**src/rtl/matvec_share_arb.sv**
```systemverilog
// matvec_share_arb: shares one matvec engine between two clients.
// Grants whole jobs round-robin; an owner-tag FIFO routes results back.
module matvec_share_arb #(
  parameter int DW        = 14,
  parameter int OW        = 28,
  parameter int N         = 8,
  parameter int TAG_DEPTH = 4
) (
  input  logic          clk,
  input  logic          reset,
  input  logic [1:0]    in_valid,
  output logic [1:0]    in_ready,
  input  logic [DW-1:0] in_data0,
  input  logic [DW-1:0] in_data1,
  input  logic [1:0]    in_new_matrix,
  output logic [1:0]    out_valid,
  input  logic [1:0]    out_ready,
  output logic [OW-1:0] out_data,
  output logic          m_input_valid,
  input  logic          m_input_ready,
  output logic [DW-1:0] m_input_data,
  output logic          m_new_matrix,
  input  logic          m_output_valid,
  output logic          m_output_ready,
  input  logic [OW-1:0] m_output_data,
  output logic          err_stale
);
  localparam int WCW = $clog2(N*N+N);
  localparam int OCW = (N > 1) ? $clog2(N) : 1;
  localparam int PW  = (TAG_DEPTH > 1) ? $clog2(TAG_DEPTH) : 1;
  localparam int CW  = $clog2(TAG_DEPTH+1);
  localparam logic [WCW-1:0] MAT_LAST = WCW'(N*N+N-1);
  localparam logic [WCW-1:0] VEC_LAST = WCW'(N-1);
  localparam logic [OCW-1:0] OUT_LAST = OCW'(N-1);
  localparam logic [PW-1:0]  PTR_LAST = PW'(TAG_DEPTH-1);
  localparam logic [CW-1:0]  CNT_FULL = CW'(TAG_DEPTH);

  typedef enum logic {IDLE, BUSY} state_e;

  state_e               state_q;
  logic                 owner_q;
  logic                 rr_q;
  logic                 mat_q;
  logic [WCW-1:0]       wcnt_q, wcnt_d;
  logic                 lowner_q;
  logic                 lvalid_q;
  logic                 err_q;
  logic [TAG_DEPTH-1:0] tag_q;
  logic [PW-1:0]        wr_q, rd_q;
  logic [CW-1:0]        cnt_q, cnt_d;
  logic [OCW-1:0]       ocnt_q;

  logic full, empty, head;
  logic grant_en, grant_g;
  logic in_acc, last_word;
  logic out_acc, pop;

  assign full      = (cnt_q == CNT_FULL);
  assign empty     = (cnt_q == '0);
  assign head      = tag_q[rd_q];
  assign grant_en  = (state_q == IDLE) && (|in_valid) && !full;
  assign grant_g   = in_valid[rr_q] ? rr_q : ~rr_q;
  assign in_acc    = (state_q == BUSY) && m_input_valid && m_input_ready;
  assign last_word = (wcnt_q == (mat_q ? MAT_LAST : VEC_LAST));
  assign out_acc   = m_output_valid && m_output_ready;
  assign pop       = out_acc && (ocnt_q == OUT_LAST);
  assign out_data  = m_output_data;
  assign err_stale = err_q;

  // Steer the granted client onto the engine input for the whole job.
  always_comb begin
    in_ready      = '0;
    m_input_valid = 1'b0;
    m_input_data  = '0;
    m_new_matrix  = 1'b0;
    if (state_q == BUSY) begin
      m_input_valid     = in_valid[owner_q];
      m_input_data      = owner_q ? in_data1 : in_data0;
      in_ready[owner_q] = m_input_ready;
      m_new_matrix      = (wcnt_q == '0) && in_new_matrix[owner_q];
    end
  end

  // Route engine results to the client at the head of the tag FIFO.
  always_comb begin
    out_valid      = '0;
    m_output_ready = 1'b0;
    if (!empty) begin
      out_valid[head] = m_output_valid;
      m_output_ready  = out_ready[head];
    end
  end

  // Next word count and tag occupancy.
  always_comb begin
    wcnt_d = wcnt_q;
    if (in_acc) wcnt_d = last_word ? '0 : wcnt_q + WCW'(1);
    unique case ({grant_en, pop})
      2'b10:   cnt_d = cnt_q + CW'(1);
      2'b01:   cnt_d = cnt_q - CW'(1);
      default: cnt_d = cnt_q;
    endcase
  end

  // Job FSM: round-robin grant, job length latch, matrix ownership.
  always_ff @(posedge clk or negedge reset) begin
    if (!reset) begin
      state_q  <= IDLE;
      owner_q  <= 1'b0;
      rr_q     <= 1'b0;
      mat_q    <= 1'b0;
      wcnt_q   <= '0;
      lowner_q <= 1'b0;
      lvalid_q <= 1'b0;
      err_q    <= 1'b0;
    end else begin
      wcnt_q <= wcnt_d;
      unique case (state_q)
        IDLE: begin
          if (grant_en) begin
            state_q <= BUSY;
            owner_q <= grant_g;
            rr_q    <= ~grant_g;
            mat_q   <= in_new_matrix[grant_g];
            if (in_new_matrix[grant_g]) begin
              lowner_q <= grant_g;
              lvalid_q <= 1'b1;
            end else if (!lvalid_q || lowner_q != grant_g) begin
              err_q <= 1'b1;
            end
          end
        end
        BUSY: begin
          if (in_acc && last_word) state_q <= IDLE;
        end
        default: state_q <= IDLE;
      endcase
    end
  end

  // Owner-tag FIFO and per-vector output word counter.
  always_ff @(posedge clk or negedge reset) begin
    if (!reset) begin
      tag_q  <= '0;
      wr_q   <= '0;
      rd_q   <= '0;
      cnt_q  <= '0;
      ocnt_q <= '0;
    end else begin
      cnt_q <= cnt_d;
      if (grant_en) begin
        tag_q[wr_q] <= grant_g;
        wr_q <= (wr_q == PTR_LAST) ? '0 : wr_q + PW'(1);
      end
      if (out_acc) ocnt_q <= pop ? '0 : ocnt_q + OCW'(1);
      if (pop) rd_q <= (rd_q == PTR_LAST) ? '0 : rd_q + PW'(1);
    end
  end
endmodule

```
**config.mk**
```make
export PLATFORM = sky130hd
export DESIGN_NAME = matvec_share_arb
export DESIGN_NICKNAME = d
export VERILOG_FILES = /design/src/rtl/matvec_share_arb.sv
export SDC_FILE = /design/constraint.sdc
export NUM_CORES = 1
export LEC_CHECK = 0
export ABC_AREA = 1
export CELL_PAD_IN_SITES_DETAIL_PLACEMENT = 0
export CELL_PAD_IN_SITES_GLOBAL_PLACEMENT = 1
export CORE_UTILIZATION = 26
export CTS_CLUSTER_SIZE = 14
export DETAILED_ROUTE_END_ITERATION = 16
export PLACE_DENSITY_LB_ADDON = 0.1
export SYNTH_ARGS = -nofsm -noshare
export SYNTH_HDL_FRONTEND = slang
export SYNTH_SLANG_ARGS = --single-unit
```
**constraint.sdc**
```tcl
create_clock -name clk -period 2.5 [get_ports clk]
set_clock_uncertainty 0.05 [all_clocks]
set_input_delay 0.25 -clock clk [delete_from_list [all_inputs] [get_ports clk]]
set_output_delay 0.25 -clock clk [all_outputs]
set_load 0.01 [all_outputs]
```
Word-level counts from Yosys, hierarchy flattened
Index checks and enable logic that the tools add are counted.

storage, ports and cells
  bits in registers = 28
  input port bits = 66
  output and inout port bits = 50
  word-level logic and storage cells = 99

operators by class
  $add $sub $neg = 6
  $lt $le $gt $ge = 9
  equality and inequality tests = 8
  muxes and demuxes = 36
  bitwise operators = 6
  reductions and logical operators = 21

operators by type and width
  cell                   number
  $mux W14               2
  $mux W1                20
  $mux W7                2
  $logic_and A1 B1 Y1    11
  $lt A1 B2 Y1 const B   4
  $mux W2                4
  $add A7 B1 Y7 const B  1
  $eq A7 B7 Y1           1
  $logic_not A7 Y1       1
  $add A3 B1 Y3 const B  2
  $eq A2 B2 Y1 const B   3
  $eq A3 B3 Y1 const B   2
  $lt A2 B3 Y1 const B   2
  $pmux W3 S2            1
  $add A2 B1 Y2 const B  2
  $and A2 B2 Y2          2
  $bwmux W4              1
  $not A1 Y1             4
  $reduce_and A4 Y1      1
  $logic_not A3 Y1       1
  $mux W3                1
  $reduce_and A3 Y1      1
  $sub A3 B1 Y3 const B  1
  $bmux W1 S2            1
  other kinds (12)       15

Longest topological paths before layout
Gate-level depths: netlist (run 1).

  depth after elaboration = 9
  mapped depth = 13

Worst setup path before layout (run 1)
Ideal clock, no wire load.

  path kind = register to register
  start = register rd_q[0]
  end = register cnt_q[2]
  library setup time = 0.124 ns
  arrival time = 1.894 ns
  path slack = 0.432 ns
  cell stages (with the launch flop) = 14
  cell sequence = dfrtp_1 inv_1 nand2_1 nand3_1 nand2_1 nand2_1 nand4_1 inv_1 ha_1 inv_1 fa_1 a21oi_1 o21ai_0 xnor2_1

on the way
  word-level cells in the longest chain between the ends = 9

RTL lines
  item                                                      RTL line  source
  start, declared                                           49        logic [PW-1:0] wr_q, rd_q;
  start signal, assigned                                    156       if (pop) rd_q <= (rd_q == PTR_LAST) ? '0 : rd_q + PW'(1);
  $bmux W1 S2 *                                             60        assign head = tag_q[rd_q];
  $mux W1 (implied by the code) *                           60
  $mux W1 (implied by the code) * (2 in series)             90        m_output_ready = out_ready[head];
  $mux W1 *                                                 88        if (!empty) begin
  $logic_and A1 B1 Y1 *                                     65        assign out_acc = m_output_valid && m_output_ready;
  $logic_and A1 B1 Y1 *                                     66        assign pop = out_acc && (ocnt_q == OUT_LAST);
  via pop                                                   56        logic out_acc, pop;
  $eq A2 B1 Y1 / $eq A2 B2 Y1 (equally long branches)       98        unique case ({grant_en, pop})
  $pmux W3 S2 / $reduce_bool A2 Y1 (equally long branches)  n/a
  end signal, assigned                                      150       cnt_q <= cnt_d;
  end, declared                                             50        logic [CW-1:0] cnt_q, cnt_d;

Mark *: on every way through the listed nets, which the timed path passes. The rest lies on a longest branch. The select of a mux whose other input is x is not followed.
A chain may end at the register's enable or synchronous reset.

Worst setup path after layout (run 1)
  start = register owner_q
  end = output m_new_matrix

on the way
  word-level cells in the longest chain between the ends = 4

RTL lines
  item                                         RTL line  source
  start, declared                              41        logic owner_q;
  start signal, assigned                       122       owner_q <= grant_g;
  $mux W1 (implied by the code) (2 in series)  80        m_new_matrix = (wcnt_q == '0) && in_new_matrix[owner_q];
  $logic_and A1 B1 Y1                          80
  $mux W1                                      76        if (state_q == BUSY) begin
  end, declared                                22        output logic m_new_matrix,

No other way between the ends. The select of a mux whose other input is x is not followed.

==> results of run 1 <==
==> cell type report <==
cell class | instances | share of cell area
Timing Repair Buffer | 62 | 0.244
Inverter | 38 | 0.0593
Multi-Input combinational cell | 146 | 0.345
Clock buffer | 4 | 0.0219
Tap cell | 99 | 0.0494
Sequential cell | 28 | 0.280
==> logic make-up after synthesis <==
group | Yosys count | synth area share
buffers and inverters | 69 | 0.193
DFF | 28 | 0.361
xor gates and xnor gates | 5 | 0.0225
and+or+nand+nor | 91 | 0.212
adders and majority gates | 11 | 0.0747
AOI/OAI and AO/OA | 39 | 0.137
==> what timing repair did <==
item,4_1_cts,5_1_grt
hold endpoints to repair,0,0
hold buffers,0,0
endpoints found under the setup margin,0,1
gates resized for setup,0,1
==> placed cells by master (no fill, tap or decap), types with 2 or more instances in the layout <==
cell type / count
nor2_1: 14
clkbuf_8: 4
a22oi_1: 4
inv_1: 35
o21bai_1: 2
nand2_1: 47
clkdlybuf4s50_1: 59
a21oi_1: 4
ha_1: 10
nand4_1: 7
nand2_4: 2
xor2_1: 2
nand2_2: 2
dfrtp_1: 27
o21ai_0: 13
xnor2_1: 3
nor3_1: 3
a22o_1: 14
nand3_1: 13
buf_4: 3
==> routing by layer <==
metal  vias up  share of wire  global-route usage  routed length (um)
met5         -              0                   0                   0
li1        836              -                   -                   -
met4         0          0.012              0.0425                  57
met2        55           0.46               0.213                2120
met1       730           0.44               0.139                1990
met3         8          0.088              0.0252                 401
==> registers in the layout, summed over array words and instances (netlist names) <==
signal	count
cnt_q	3
err_stale	1
lowner_q	1
lvalid_q	1
mat_q	1
ocnt_q	3
owner_q	1
rd_q	2
rr_q	1
state_q	1
tag_q	4
wcnt_q	7
wr_q	2
==> power breakdown <==
part           switching, mW  internal (mW)  total, mW
Combinational          0.478          0.460      0.938
Clock                  0.151          0.141      0.292
Sequential             0.122          0.589      0.712
Total                  0.751           1.19       1.94
==> how the worst min path moves through the flow <==
| stage | start | to | slack [ns] |
|---|---|---|---|
| floorplan | reset | cnt_q[0] | -0.1 |
| global placement | lvalid_q | lvalid_q | 0.39 |
| detailed placement | lvalid_q | lvalid_q | 0.40 |
| CTS | reset | wcnt_q[4] | 0.32 |
| global route | reset | cnt_q[0] | 0.35 |
| finish | reset | wcnt_q[4] | 0.31 |
==> metrics.md, run 1 <==
| Metric | Value |
|---|---|
| Util after Layout | `0.346` |
| Critical Path Sink | `m_new_matrix` |
| Grt ovf | `0` |
| Placed inst area | `2450 um2` |
| Fmax | `442 MHz` |
| Vias in the first global route | `~1500` |
| Cell area after layout | `approximately 2500 um2` |
| Share of cells above drive strength 1 | `0.0612` |
| Die area | `7820 um2` |
| CP cell instances | `o21ai_0, nand4_1, nor4_1, clkdlybuf4s50_1` |
| Number of hold violations in the final report | `0` |
| Root Buffer | `clkbuf_8` |
| R2r setup slk | `0.25 ns` |
| Top cell type's share of synthesized area | `0.361` |
| Horiz. Die Dim | `88.5 um` |
| Placed cells | `373` |
| H-tree depth | `1` |
| Post-synthesis sequential area ratio | `0.361` |
| Crit path depth | `4` |
| Pins Over Slew Limit | `0` |
| Syn Inst Count | `243` |
| Top Ports | `116` |
| CTS tree | `built` |
| Post-synthesis async set-or-reset flop share | `1.00` |
| CP Max Fanout | `6` |
| Leak | `~1.2 nW` |
| Vias per inst | `4.32` |
| Maximum VDD drop | `0.237 mV` |
| Setup_tns | `0 ns` |
| Crit-path slowest cell | `clkdlybuf4s50_1` |
| FF+latch count, synth | `28` |
| Routability cong. | `0.706` |
| CP bufs+invs | `1` |
| Period minus WS final | `around 2.3 ns` |
| Worst Setup Path Type | `flop to output pin` |
| Most numerous cell in the Yosys netlist | `nand2_1` |
| Setup bufs post-CTS | `0` |
| Top cells by area, synth | `dfrtp_1, buf_4, nand2_1` |
| FF+latch area | `702 um2` |
| Post-DR wirelength/cell | `roughly 12 um` |
| ANT nets after route | `0` |
| DRC Markers | `0` |
| Worst setup SP type | `flop` |
| Worst slack at placement | `about 0.18 ns` |
| Final WS setup | `0.236 ns` |
| DR iter-0 viols | `34` |
| RR Endpoint | `cnt_q[2]` |
| Rows | `31` |
| R2r startpoint | `rd_q[0]` |
| Finished Layout Cells | `377` |
| Initial Util | `0.268` |
| CTS sink cnt | `28` |
| Pin count of the biggest net entering global routing | `29` |
| Initial antenna violation count | `0` |
| Dpl hpwl | `~3600 um` |
| EDFF count, synth | `0` |
| DRT Wirelength | `between 4000 and 5000 um` |
| Multi-input gate area | `867 um2` |
| Fin crit share | `0.906` |
| Fillers | `about 800` |
| Critical path arrival | `~2.0 ns` |
| CTS Buffer Depth | `2` |
| First-pass GRT wire length | `7180 um` |
| Nets | `356` |
| Worst path required time | `2.20 ns` |
| Count of input and output buffers | `59` |
| RSZ-0062 raised after global routing | `false` |
| Worst Reg-to-Reg Cells | `13` |
| Power per cell area | `774 nW/um2` |
| Overall Global Routing Usage | `0.119` |
| HP Class | `input pin to asynchronous set/reset pin` |
| Ys flop type | `dfrtp_1` |
| Fin Hold WS | `0.307 ns` |
| Worst path max stage delay | `0.60 ns` |
| Clk_lat worst skew | `0.28 ns` |
| Syn Nets | `between 300 and 400` |
| Max-cap violations | `0` |
| Ys Warns | `0` |
| Dominant cell type by area after synthesis | `dfrtp_1` |
| Avg Inst Size Synth | `8.00 um2` |
| Post-synth top cells | `nand2_1, inv_1, buf_4` |
| Crit path from | `owner_q` |
| Die span in y | `around 90 um` |
| Netlist Area Pre-Place | `1940 um2` |
| Area Overhead vs Synth | `29.2%` |
| Crit path max-delay family | `buffers and inverters` |
| Total power | `1.94 mW` |
| Clock transition at the registers of the reported paths | `0.10 ns` |
| Outcome | `finished, final reports clean` |
| Routed vias | `1629` |
| Synth unique cells | `29` |
| Worst slew pin tran | `0.470 ns` |
| CORE AREA | `7250 um2` |
| Pre-Repair DR Iteration Count | `4` |
| TritonCTS Buffers | `3` |
| Finish-stage setup viols | `0` |
| Setup crit end kind | `output pin` |
| Slew HR | `0.685` |
| Number of diodes | `0` |
(Power assumes the default switching activity.)
==> inputs of run 2 (changes only) <==
--- a/config.mk
+++ b/config.mk
@@ -12,6 +12,7 @@
 export CTS_CLUSTER_SIZE = 14
 export DETAILED_ROUTE_END_ITERATION = 16
 export PLACE_DENSITY_LB_ADDON = 0.1
+export REMOVE_ABC_BUFFERS = 1
 export SYNTH_ARGS = -nofsm -noshare
 export SYNTH_HDL_FRONTEND = slang
 export SYNTH_SLANG_ARGS = --single-unit
==> run 2 against run 1 <==
  * Setup slack improved by 0.016 ns
  * Highest routed layer unchanged
  * Sequential share of layout area fell by 0.30 points
  * Combinational power rose by 2.2%
  * Non-clock buffer count rose by 1
  * Largest power group unchanged
  * Sequential power fell by 0.6%
==> metrics.md, run 2 (synthesized netlist as in run 1, its figures left out) <==
| Metric | Value |
|---|---|
| First-pass GRT wire length | `8870 um (+23%)` |
| Grt ovf | `0 (unchanged)` |
| Slew HR | `0.709 (+0.0244)` |
| Initial antenna violation count | `0 (unchanged)` |
| Clk_lat worst skew | `0.28 ns (about the same)` |
| Routed vias | `1672 (+2.6%)` |
| Pre-Repair DR Iteration Count | `4 (unchanged)` |
| Area Overhead vs Synth | `30.3%` |
| Pin count of the biggest net entering global routing | `29 (unchanged)` |
| Period minus WS final | `2.25 ns (-0.0162 ns)` |
| Setup_tns | `0 ns (unchanged)` |
| Multi-input gate area | `867 um2 (unchanged)` |
| CTS tree | `built` |
| Power per cell area | `802 nW/um2 (+3.6%)` |
| Number of hold violations in the final report | `0 (unchanged)` |
| H-tree depth | `1 (unchanged)` |
| Maximum VDD drop | `0.326 mV (+38%)` |
| FF+latch area | `701 um2 (-0.18%)` |
| Finish-stage setup viols | `0 (unchanged)` |
| Share of cells above drive strength 1 | `0.0609 (-0.000219)` |
| CORE AREA | `7250 um2 (unchanged)` |
| Initial Util | `0.268 (unchanged)` |
| Outcome | `finished, final reports clean` |
| Post-cts sizing count | `0 (unchanged)` |
| Worst path required time | `2.20 ns (about the same)` |
| Post-DR wirelength/cell | `14.7 um (+21%)` |
| Fin crit share | `0.899 (-0.00646)` |
| Worst setup SP type | `flop` |
| Routability cong. | `0.749 (+6.1%)` |
| Crit path max-delay family | `buffers and inverters` |
| Leak | `1.21 nW (+1.1%)` |
| Vias in the first global route | `1632 (+5.5%)` |
| RSZ-0062 raised after global routing | `false` |
| Reg power frac | `0.349 (-0.018)` |
| TritonCTS Buffers | `3 (unchanged)` |
| Horiz. Die Dim | `88.5 um (unchanged)` |
| ANT nets after route | `0 (unchanged)` |
| Pins Over Slew Limit | `0 (unchanged)` |
| CTS sink cnt | `28 (unchanged)` |
| Fmax | `445 MHz (+0.72%)` |
| Rows | `31 (unchanged)` |
| Worst slack at placement | `0.185 ns (+0.000421 ns)` |
| Max reg flops | `7 (unchanged)` |
| Worst slew pin tran | `0.435 ns (-0.0351 ns)` |
| Clock transition at the registers of the reported paths | `0.10 ns (about the same)` |
| Dpl hpwl | `4250 um (+17%)` |
| CTS Buffer Depth | `2 (unchanged)` |
| Die area | `7820 um2 (unchanged)` |
| CTS hold repair buffers | `0 (unchanged)` |
| Worst path max stage delay | `0.58 ns (-0.02 ns)` |
| CP cell instances | `o21ai_0, nand4_1, nor4_1, clkdlybuf4s50_1` |
| Overall Global Routing Usage | `0.151 (+0.0320)` |
| Setup bufs post-CTS | `0 (unchanged)` |
| Sw Ratio | `0.376 (-0.0104)` |
| Crit-path slowest cell | `clkdlybuf4s50_1` |
| Util after Layout | `0.349 (+0.00311)` |
| Max-cap violations | `0 (unchanged)` |
| Critical path arrival | `1.95 ns (about the same)` |
| Count of input and output buffers | `59 (unchanged)` |
| Net switching power figure | `0.764 mW (+1.8%)` |
| Largest register by flop count | `wcnt_q` |
| CP Max Fanout | `6 (unchanged)` |
| HP Class | `input pin to asynchronous set/reset pin` |
| Vias per inst | `4.42 (+2.4%)` |
| Number of diodes | `0 (unchanged)` |
| Nets | `357 (+0.28%)` |
| Die span in y | `88.5 um (unchanged)` |
| DRC Markers | `0 (unchanged)` |
| CP bufs+invs | `1 (unchanged)` |
| Fillers | `783 (-2.2%)` |
| Root Buffer | `clkbuf_8` |
| DRT Wirelength | `5560 um (+22%)` |
| Final WS setup | `0.252 ns (+0.0162 ns)` |
| Internal | `1.27 mW (+6.3%)` |
| Most frequent cells in the layout | `clkdlybuf4s50_1, nand2_1, inv_1` |
| Most common cell after layout, fill and taps aside | `clkdlybuf4s50_1` |
| Top Ports | `116 (unchanged)` |
| Clk pwr share | `0.179 (+0.029)` |
| Top Registers | `wcnt_q: 7 flops, tag_q: 4 flops` |
| DR iter-0 viols | `39 (+15%)` |
| Combinational power share | `0.472 (-0.011)` |
| Worst Setup Path Type | `flop to output pin` |
| Setup crit end kind | `output pin` |
==> run 2: changes by cell type in the layout (fill, tap and decap cells not counted), sizes merged <==
| cell | before | now |
|---|---|---|
| clkbuf | 4 | 3 |
| bufinv | 0 | 1 |
| buf | 3 | 4 |
==> run 2: layer usage <==
layer,global-route usage,vias to the layer above,part of all wire
li1,-,836,-
met1,0.210,756,0.49
met2,0.204,78,0.39
met3,0.0793,2,0.11
met4,0.0264,0,0.0045
met5,0.0260,-,0
==> run 2: power by group through the flow <==
stage / sequential [mW] / combinational [mW] / clock, mW
2_1_floorplan: 0.690 / 0.580 / 0
3_3_place_gp: 0.721 / 0.974 / 0
3_5_place_dp: 0.719 / 0.965 / 0
4_1_cts: 0.709 / 0.971 / 0.390
5_1_grt: 0.731 / 1.09 / 0.409
6_report: 0.708 / 0.959 / 0.363
==> run 2: path summary, 6_finish.rpt <==
check,startpoint,endpoint,slack (ns),cells after the start
min in group clk,lvalid_q,lvalid_q,0.42,2
max reg2reg,rd_q[0],cnt_q[2],0.27,13
max,owner_q,m_new_matrix,0.25,4
min reg2reg,lvalid_q,lvalid_q,0.42,2
min,reset,ocnt_q[2],0.31,2
max in group asynchronous,reset,rr_q,1.81,2
==> run 2: layout make-up <==
class | instances | area share
timing repair buffer | 63 | 0.245
multi-input combinational | 146 | 0.342
tap | 99 | 0.0489
clock buffer | 3 | 0.0163
sequential | 28 | 0.277
clock inverter | 1 | 0.0119
inverter | 38 | 0.0588
==> run 2: per-stage QoR <==
| step | cells | area, um2 | power [mW] | hold WS, ns |
|---|---|---|---|---|
| 2_1_floorplan | 212 | 1720 | 1.27 | -0.0956 |
| 3_3_place_gp | 373 | 2450 | 1.70 | 0.388 |
| 3_5_place_dp | 373 | 2450 | 1.68 | 0.394 |
| 4_1_cts | 377 | 2520 | 2.07 | 0.303 |
| 5_1_grt | 378 | 2530 | 2.23 | 0.324 |
| 6_report | 378 | 2530 | 2.03 | 0.307 |
